**config.mk**
```make
export PLATFORM = sky130hd
export DESIGN_NAME = icache_refill_ctrl_flat
export DESIGN_NICKNAME = d
export VERILOG_FILES = /design/src/rtl/icache_refill_ctrl_if.sv /design/src/rtl/icache_refill_ctrl.sv /design/src/flat_wrapper.sv
export SDC_FILE = /design/constraint.sdc
export NUM_CORES = 2
export LEC_CHECK = 0
export BUFFER_PORTS_ARGS = -buffer_cell sky130_fd_sc_hd__buf_2
export CAP_MARGIN = 5
export CORE_MARGIN = 8
export CORE_UTILIZATION = 60
export CTS_CLUSTER_DIAMETER = 150
export DETAILED_ROUTE_END_ITERATION = 10
export PLACE_DENSITY = 0.84
export SYNTH_ARGS = -nofsm -noshare
export SYNTH_HDL_FRONTEND = slang
export SYNTH_SLANG_ARGS = --single-unit
```
**constraint.sdc**
```tcl
create_clock -name clk -period 4.06 [get_ports clk]
set_clock_uncertainty 0.15 [all_clocks]
set_input_delay 0.812 -clock clk [delete_from_list [all_inputs] [get_ports clk]]
set_output_delay 0.812 -clock clk [all_outputs]
set_load 0.005 [all_outputs]
```
**src/rtl/icache_refill_ctrl_if.sv**
```systemverilog
// Bundle of miss-queue, memory burst and line-write signals for the icache refill controller.
// The controller side uses master and the queue/memory/cache side uses slave.
interface icache_refill_ctrl_if #(
  parameter int unsigned ADDR_W     = 32,
  parameter int unsigned LINE_BYTES = 64,
  parameter int unsigned BUS_W      = 128
);
  localparam int unsigned LINE_W = LINE_BYTES * 8;

  logic              q_empty;
  logic              q_rd_en;
  logic [ADDR_W-1:0] q_data;

  logic              mem_req_valid;
  logic              mem_req_ready;
  logic [ADDR_W-1:0] mem_req_addr;
  logic              mem_rsp_valid;
  logic [BUS_W-1:0]  mem_rsp_data;
  logic              mem_rsp_last;

  logic              line_wr_valid;
  logic [ADDR_W-1:0] line_wr_addr;
  logic [LINE_W-1:0] line_wr_data;

  logic              busy;
  logic              err_last;

  modport master (
    input  q_empty, q_data, mem_req_ready, mem_rsp_valid, mem_rsp_data, mem_rsp_last,
    output q_rd_en, mem_req_valid, mem_req_addr, line_wr_valid, line_wr_addr, line_wr_data,
           busy, err_last
  );

  modport slave (
    output q_empty, q_data, mem_req_ready, mem_rsp_valid, mem_rsp_data, mem_rsp_last,
    input  q_rd_en, mem_req_valid, mem_req_addr, line_wr_valid, line_wr_addr, line_wr_data,
           busy, err_last
  );
endinterface

```
**src/rtl/icache_refill_ctrl.sv**
```systemverilog
// Icache refill controller: pops one miss address at a time, bursts the line from memory,
// assembles the beats and issues a single-cycle line write. Repeat misses to the last line are dropped.
module icache_refill_ctrl #(
  parameter int unsigned ADDR_W     = 32,
  parameter int unsigned LINE_BYTES = 64,
  parameter int unsigned BUS_W      = 128
) (
  input logic                 clk,
  input logic                 rst_n,
  icache_refill_ctrl_if.master bus
);
  localparam int unsigned LINE_W = LINE_BYTES * 8;
  localparam int unsigned BEATS  = LINE_W / BUS_W;
  localparam int unsigned OFS_W  = $clog2(LINE_BYTES);
  localparam int unsigned BCNT_W = (BEATS > 1) ? $clog2(BEATS) : 1;

  localparam logic [BCNT_W-1:0] LAST_BEAT = BCNT_W'(BEATS - 1);
  localparam logic [ADDR_W-1:0] LINE_MASK = {{(ADDR_W - OFS_W){1'b1}}, {OFS_W{1'b0}}};

  typedef enum logic [2:0] {IDLE, LATCH, REQ, BEAT, WRITE} state_e;

  state_e              state_q, state_d;
  logic [BCNT_W-1:0]   beat_cnt_q, beat_cnt_d;
  logic [LINE_W-1:0]   line_buf_q, line_buf_d;
  logic [ADDR_W-1:0]   line_addr_q, line_addr_d;
  logic [ADDR_W-1:0]   last_line_addr_q, last_line_addr_d;
  logic                last_line_vld_q, last_line_vld_d;
  logic [ADDR_W-1:0]   wr_addr_q, wr_addr_d;
  logic [LINE_W-1:0]   wr_data_q, wr_data_d;
  logic                err_last_q, err_last_d;
  logic [ADDR_W-1:0]   q_line_addr;
  logic                final_beat;

  assign q_line_addr = bus.q_data & LINE_MASK;
  assign final_beat  = (beat_cnt_q == LAST_BEAT);

  always_comb begin
    state_d          = state_q;
    beat_cnt_d       = beat_cnt_q;
    line_buf_d       = line_buf_q;
    line_addr_d      = line_addr_q;
    last_line_addr_d = last_line_addr_q;
    last_line_vld_d  = last_line_vld_q;
    wr_addr_d        = wr_addr_q;
    wr_data_d        = wr_data_q;
    err_last_d       = 1'b0;

    unique case (state_q)
      IDLE: begin
        if (!bus.q_empty) state_d = LATCH;
      end
      LATCH: begin
        line_addr_d = q_line_addr;
        if (last_line_vld_q && (q_line_addr == last_line_addr_q)) state_d = IDLE;
        else                                                       state_d = REQ;
      end
      REQ: begin
        if (bus.mem_req_ready) begin
          beat_cnt_d = '0;
          state_d    = BEAT;
        end
      end
      BEAT: begin
        if (bus.mem_rsp_valid) begin
          line_buf_d[int'(beat_cnt_q) * BUS_W +: BUS_W] = bus.mem_rsp_data;
          err_last_d = (bus.mem_rsp_last != final_beat);
          if (final_beat) begin
            // Output copies are loaded here so the write port holds steady while the
            // assembly buffer is reused by the next burst.
            beat_cnt_d = '0;
            wr_addr_d  = line_addr_q;
            wr_data_d  = line_buf_d;
            state_d    = WRITE;
          end else begin
            beat_cnt_d = beat_cnt_q + 1'b1;
          end
        end
      end
      WRITE: begin
        last_line_addr_d = line_addr_q;
        last_line_vld_d  = 1'b1;
        state_d          = IDLE;
      end
      default: state_d = IDLE;
    endcase
  end

  always_ff @(posedge clk or negedge rst_n) begin
    if (!rst_n) begin
      state_q          <= IDLE;
      beat_cnt_q       <= '0;
      line_buf_q       <= '0;
      line_addr_q      <= '0;
      last_line_addr_q <= '0;
      last_line_vld_q  <= 1'b0;
      wr_addr_q        <= '0;
      wr_data_q        <= '0;
      err_last_q       <= 1'b0;
    end else begin
      state_q          <= state_d;
      beat_cnt_q       <= beat_cnt_d;
      line_buf_q       <= line_buf_d;
      line_addr_q      <= line_addr_d;
      last_line_addr_q <= last_line_addr_d;
      last_line_vld_q  <= last_line_vld_d;
      wr_addr_q        <= wr_addr_d;
      wr_data_q        <= wr_data_d;
      err_last_q       <= err_last_d;
    end
  end

  // Pop is combinational from IDLE; gating with rst_n keeps it low while reset is held.
  assign bus.q_rd_en       = rst_n && (state_q == IDLE) && !bus.q_empty;
  assign bus.mem_req_valid = (state_q == REQ);
  assign bus.mem_req_addr  = line_addr_q;
  assign bus.line_wr_valid = (state_q == WRITE);
  assign bus.line_wr_addr  = wr_addr_q;
  assign bus.line_wr_data  = wr_data_q;
  assign bus.busy          = (state_q != IDLE);
  assign bus.err_last      = err_last_q;
endmodule

```
**src/flat_wrapper.sv**
```systemverilog
// flat-port wrapper written by rule: the top's interface ports become plain ports
module icache_refill_ctrl_flat 
#(
  parameter int unsigned ADDR_W     = 32,
  parameter int unsigned LINE_BYTES = 64,
  parameter int unsigned BUS_W      = 128
)
  (clk, rst_n, bus_q_empty, bus_q_data, bus_mem_req_ready, bus_mem_rsp_valid, bus_mem_rsp_data, bus_mem_rsp_last, bus_q_rd_en, bus_mem_req_valid, bus_mem_req_addr, bus_line_wr_valid, bus_line_wr_addr, bus_line_wr_data, bus_busy, bus_err_last);
  icache_refill_ctrl_if #(.ADDR_W(ADDR_W), .LINE_BYTES(LINE_BYTES), .BUS_W(BUS_W)) bus_i ();
  input logic clk;
  input logic rst_n;
  input wire logic [$bits(bus_i.q_empty)-1:0] bus_q_empty;
  input wire logic [$bits(bus_i.q_data)-1:0] bus_q_data;
  input wire logic [$bits(bus_i.mem_req_ready)-1:0] bus_mem_req_ready;
  input wire logic [$bits(bus_i.mem_rsp_valid)-1:0] bus_mem_rsp_valid;
  input wire logic [$bits(bus_i.mem_rsp_data)-1:0] bus_mem_rsp_data;
  input wire logic [$bits(bus_i.mem_rsp_last)-1:0] bus_mem_rsp_last;
  output wire logic [$bits(bus_i.q_rd_en)-1:0] bus_q_rd_en;
  output wire logic [$bits(bus_i.mem_req_valid)-1:0] bus_mem_req_valid;
  output wire logic [$bits(bus_i.mem_req_addr)-1:0] bus_mem_req_addr;
  output wire logic [$bits(bus_i.line_wr_valid)-1:0] bus_line_wr_valid;
  output wire logic [$bits(bus_i.line_wr_addr)-1:0] bus_line_wr_addr;
  output wire logic [$bits(bus_i.line_wr_data)-1:0] bus_line_wr_data;
  output wire logic [$bits(bus_i.busy)-1:0] bus_busy;
  output wire logic [$bits(bus_i.err_last)-1:0] bus_err_last;
  assign bus_i.q_empty = bus_q_empty;
  assign bus_i.q_data = bus_q_data;
  assign bus_i.mem_req_ready = bus_mem_req_ready;
  assign bus_i.mem_rsp_valid = bus_mem_rsp_valid;
  assign bus_i.mem_rsp_data = bus_mem_rsp_data;
  assign bus_i.mem_rsp_last = bus_mem_rsp_last;
  assign bus_q_rd_en = bus_i.q_rd_en;
  assign bus_mem_req_valid = bus_i.mem_req_valid;
  assign bus_mem_req_addr = bus_i.mem_req_addr;
  assign bus_line_wr_valid = bus_i.line_wr_valid;
  assign bus_line_wr_addr = bus_i.line_wr_addr;
  assign bus_line_wr_data = bus_i.line_wr_data;
  assign bus_busy = bus_i.busy;
  assign bus_err_last = bus_i.err_last;
  icache_refill_ctrl #(.ADDR_W(ADDR_W), .LINE_BYTES(LINE_BYTES), .BUS_W(BUS_W)) u_core (.clk(clk), .rst_n(rst_n), .bus(bus_i));
endmodule
```
==> flow_summary.json <==
{
  "ys_types": 32,
  "coreArea_mm2": 0.0771,
  "postCtsResizedCells": 0,
  "synth_top_family_by_area": "compound AO/OA/AOI/OAI gates",
  "r2r_slack_ns": 0.81,
  "final-max-slew-violation-count": 0,
  "worst-path-buf-inv": 2,
  "start_util_pct": 60.3,
  "finalSetupViolations": 0,
  "drive_above_1_share_pct": 22.3,
  "clock-sinks": 1109,
  "area_delta_synth_final_pct": 16.3,
  "max_freq_ghz": 0.308,
  "yosysSeqAreaShare_pct": 59.7,
  "start_kind": "flop",
  "synth-compound-area-share_pct": 20.7,
  "initialDrtViolationCount": 4230,
  "grt_use_total_pct": 33.0,
  "postSynthCellCount": 4321,
  "period_needed_ns": 3.25,
  "irDropWorstVdd_uv": 660,
  "stdcell_area_mm2": 0.0541,
  "numCtsBuffers": 108,
  "multi_input_area_mm2": 0.0164,
  "grt_setup_unrepaired": "false",
  "p_per_area_mw_per_mm2": 761,
  "endpoint_kind": "flop",
  "dominantRegCellSynth": "dfrtp_1",
  "die_x_um": 294,
  "synth_seq_cells": 1109,
  "clk_pin_slew_worst_paths_ns": 0.06,
  "yosys.area_share.simple_pct": 11.6,
  "ctsLongestPathBuffers": 3,
  "async_flop_share_pct": 100,
  "cp_max_fo": 74,
  "status": "completed",
  "grt_pass1_wl_um": 225000,
  "via_per_inst": 6.36,
  "dp_hpwl_um": 88700,
  "dieHeight_um": 294,
  "drt-total-wl_um": 148000,
  "ios": 747,
  "clk_latency_ns": 0.67,
  "synth_fa_ha_area_share_pct": 0.161,
  "dieArea_mm2": 0.0867,
  "crit_required_ns": 4.48,
  "netlist.top_cell.by_area": "dfrtp_1",
  "firstDrtPassIters": 5,
  "synth_mux_area_share_pct": 2.00,
  "crit_path_cell_trace": "inv_1 -> ha_1 -> nor4b_4 -> and2_4 -> buf_12 -> a22o_1",
  "fin_crit_sh_pct": 80.0,
  "post_drt_wl_per_cell_um": 25.0,
  "arrival_ns": 3.67,
  "htreeDepth": 3,
  "detail-route-antenna-nets": 0,
  "io_buffer_count": 728,
  "tns_ns": 0,
  "fill_cells": 5294,
  "postPlaceCellArea_mm2": 0.0503,
  "cp_slowest_stage_delay_ns": 0.63,
  "cts-root-buf": "clkbuf_16",
  "synth_edf_count": 0,
  "fin_nets": 4934,
  "tightest_slew_ns": 1.08,
  "hold_violations": 0,
  "synthXorXnorAreaFrac_pct": 0.508,
  "drc": 0,
  "gp_congestion": 0.871,
  "synth_warnings": 0,
  "num_rows": 102,
  "path_delay_family": "simple AND/OR/NAND/NOR gates",
  "synth.area.top_cells": "dfrtp_1 (60%), a21oi_1 (11%), a22o_1 (9.6%)",
  "antenna_found_initial": 25,
  "maxCapViolCount": 0,
  "cts_tree": "yes",
  "criticalPathCategory": "flop to flop",
  "hold_path_class": "input pin to flop",
  "vias": 37600,
  "avgSynthCellArea_um2": 10.8,
  "grt_pass1_vias": 37800,
  "final_util_pct": 70.2,
  "synth_top_area_share_pct": 59.7,
  "seqCellArea_mm2": 0.0278,
  "grt-ovfl-total": 0,
  "power_leakage_uw": 0.0262,
  "netlist_area_mm2": 0.0465,
  "crit_slowest_cell": "dfrtp_1",
  "finalPower_uw": 41200,
  "grt_max_degree": 175,
  "slew_headroom_pct": 27.7
}
==> flip-flops by register name, summed over array words and instances (netlist names) <==
register and count:
u_core.bus.line_wr_data 512, u_core.line_buf_q 512, u_core.bus.line_wr_addr 26, u_core.bus.mem_req_addr 26, u_core.last_line_addr_q 26, u_core.state_q 3, u_core.beat_cnt_q 2, u_core.bus.err_last 1
u_core.last_line_vld_q 1
==> final timing paths <==
path / start / endpoint / cells past startpoint
min: bus_q_data[31] / u_core.bus.mem_req_addr[31] / 2
min reg2reg: u_core.line_buf_q[143] / u_core.line_buf_q[143] / 1
max in group asynchronous: rst_n / u_core.bus.line_wr_data[401] / 4
min in group asynchronous: rst_n / u_core.line_buf_q[209] / 2
max reg2reg: u_core.beat_cnt_q[0] / u_core.line_buf_q[406] / 6
max: u_core.beat_cnt_q[0] / u_core.line_buf_q[406] / 6
==> final cells by class <==
class                   count  area share [%]
flip-flops and latches   1109            51.3
multi-input cells        2731            30.4
repair buffers            810            8.86
clock buffers             156            5.85
well taps                1040            2.40
clock inverters            43            1.10
diodes                     23           0.106
inverters                   2          0.0139
==> per-layer routing <==
metal | up-vias | routed length [um] | GRT usage, % | part of all wire, %
met3 | 475 | 15100 | 7.12 | 10
met5 | - | 80 | 0 | 0.054
met2 | 2452 | 68200 | 51.2 | 46
li1 | 15800 | - | - | -
met4 | 12 | 9220 | 20.0 | 6.2
met1 | 18900 | 55000 | 42.7 | 37
==> timing repair <==
action                                 4_1_cts  5_1_grt
setup buffers                                0        0
endpoints found under the hold margin       35        0
hold buffers                                 1        0
==> kinds of logic (layout without fill, tap and decap cells) <==
kind of cell | after synthesis | count (layout)
compound gates | 1540 | 1540
xor+xnor | 27 | 27
fa+ha+maj | 6 | 6
buf+inv | 492 | 1011
flops | 1109 | 1109
mux | 78 | 78
other cells | 1 | 35
simple gates | 1068 | 1068
==> cells in the mapped netlist (all sizes together), types with 2 or more instances <==
cell type  instances
a21oi           1026
a22o             512
and2               3
buf              323
clkbuf           167
dfrtp           1109
ha                 6
inv                2
mux2              78
nand2              8
nand3              5
nand4              6
nor2             516
nor2b            513
nor3               2
nor3b              3
nor4               4
or3                2
xnor2             27
==> report_power, final <==
| group | switching [uW] | leakage, uW | internal (uW) | total [uW] |
|---|---|---|---|---|
| sequential | 2770 | 0.0145 | 15000 | 17800 |
| combinational | 7320 | 0.00981 | 5570 | 12900 |
| clock | 4380 | 0.00183 | 6140 | 10500 |
| total | 14500 | 0.0262 | 26700 | 41200 |
==> through the flow <==
| step | setup slack (ns) | hold slack, ns | instances |
|---|---|---|---|
| after floorplan | 1.81 | 0.289 | 4332 |
| after global placement | 1.01 | 0.308 | 5691 |
| after detailed placement | 0.898 | 0.323 | 5691 |
| after CTS | 0.822 | 0.214 | 5891 |
| after global routing | 0.724 | 0.238 | 5905 |
| final | 0.813 | 0.252 | 5914 |
==> layout by cell type, fill, tap and decap left out, types with 2 or more instances in the layout <==
master	synthesis	final
a22o_1	512	512
clkinv_2	0	19
nor3_2	0	2
bufinv_16	0	11
nand2_4	0	4
diode_2	0	23
nor2b_1	513	513
nand2_1	8	4
a21oi_1	1026	1026
buf_12	0	42
mux2_4	14	14
nand4_1	6	6
nand3_1	5	5
clkinv_16	0	2
inv_16	0	2
clkinvlp_4	0	9
inv_1	2	2
xnor2_1	27	27
nor4_1	4	2
nor4_2	0	2
clkbuf_1	167	22
clkbuf_8	0	24
dfrtp_1	1109	1109
mux2_2	64	64
nor3b_2	0	2
and2_4	0	3
ha_1	6	2
or3_1	2	2
nor2_1	516	516
conb_1	1	12
buf_4	16	39
buf_2	136	727
clkbuf_16	0	110
ha_4	0	4
(Power assumes the default switching activity.)
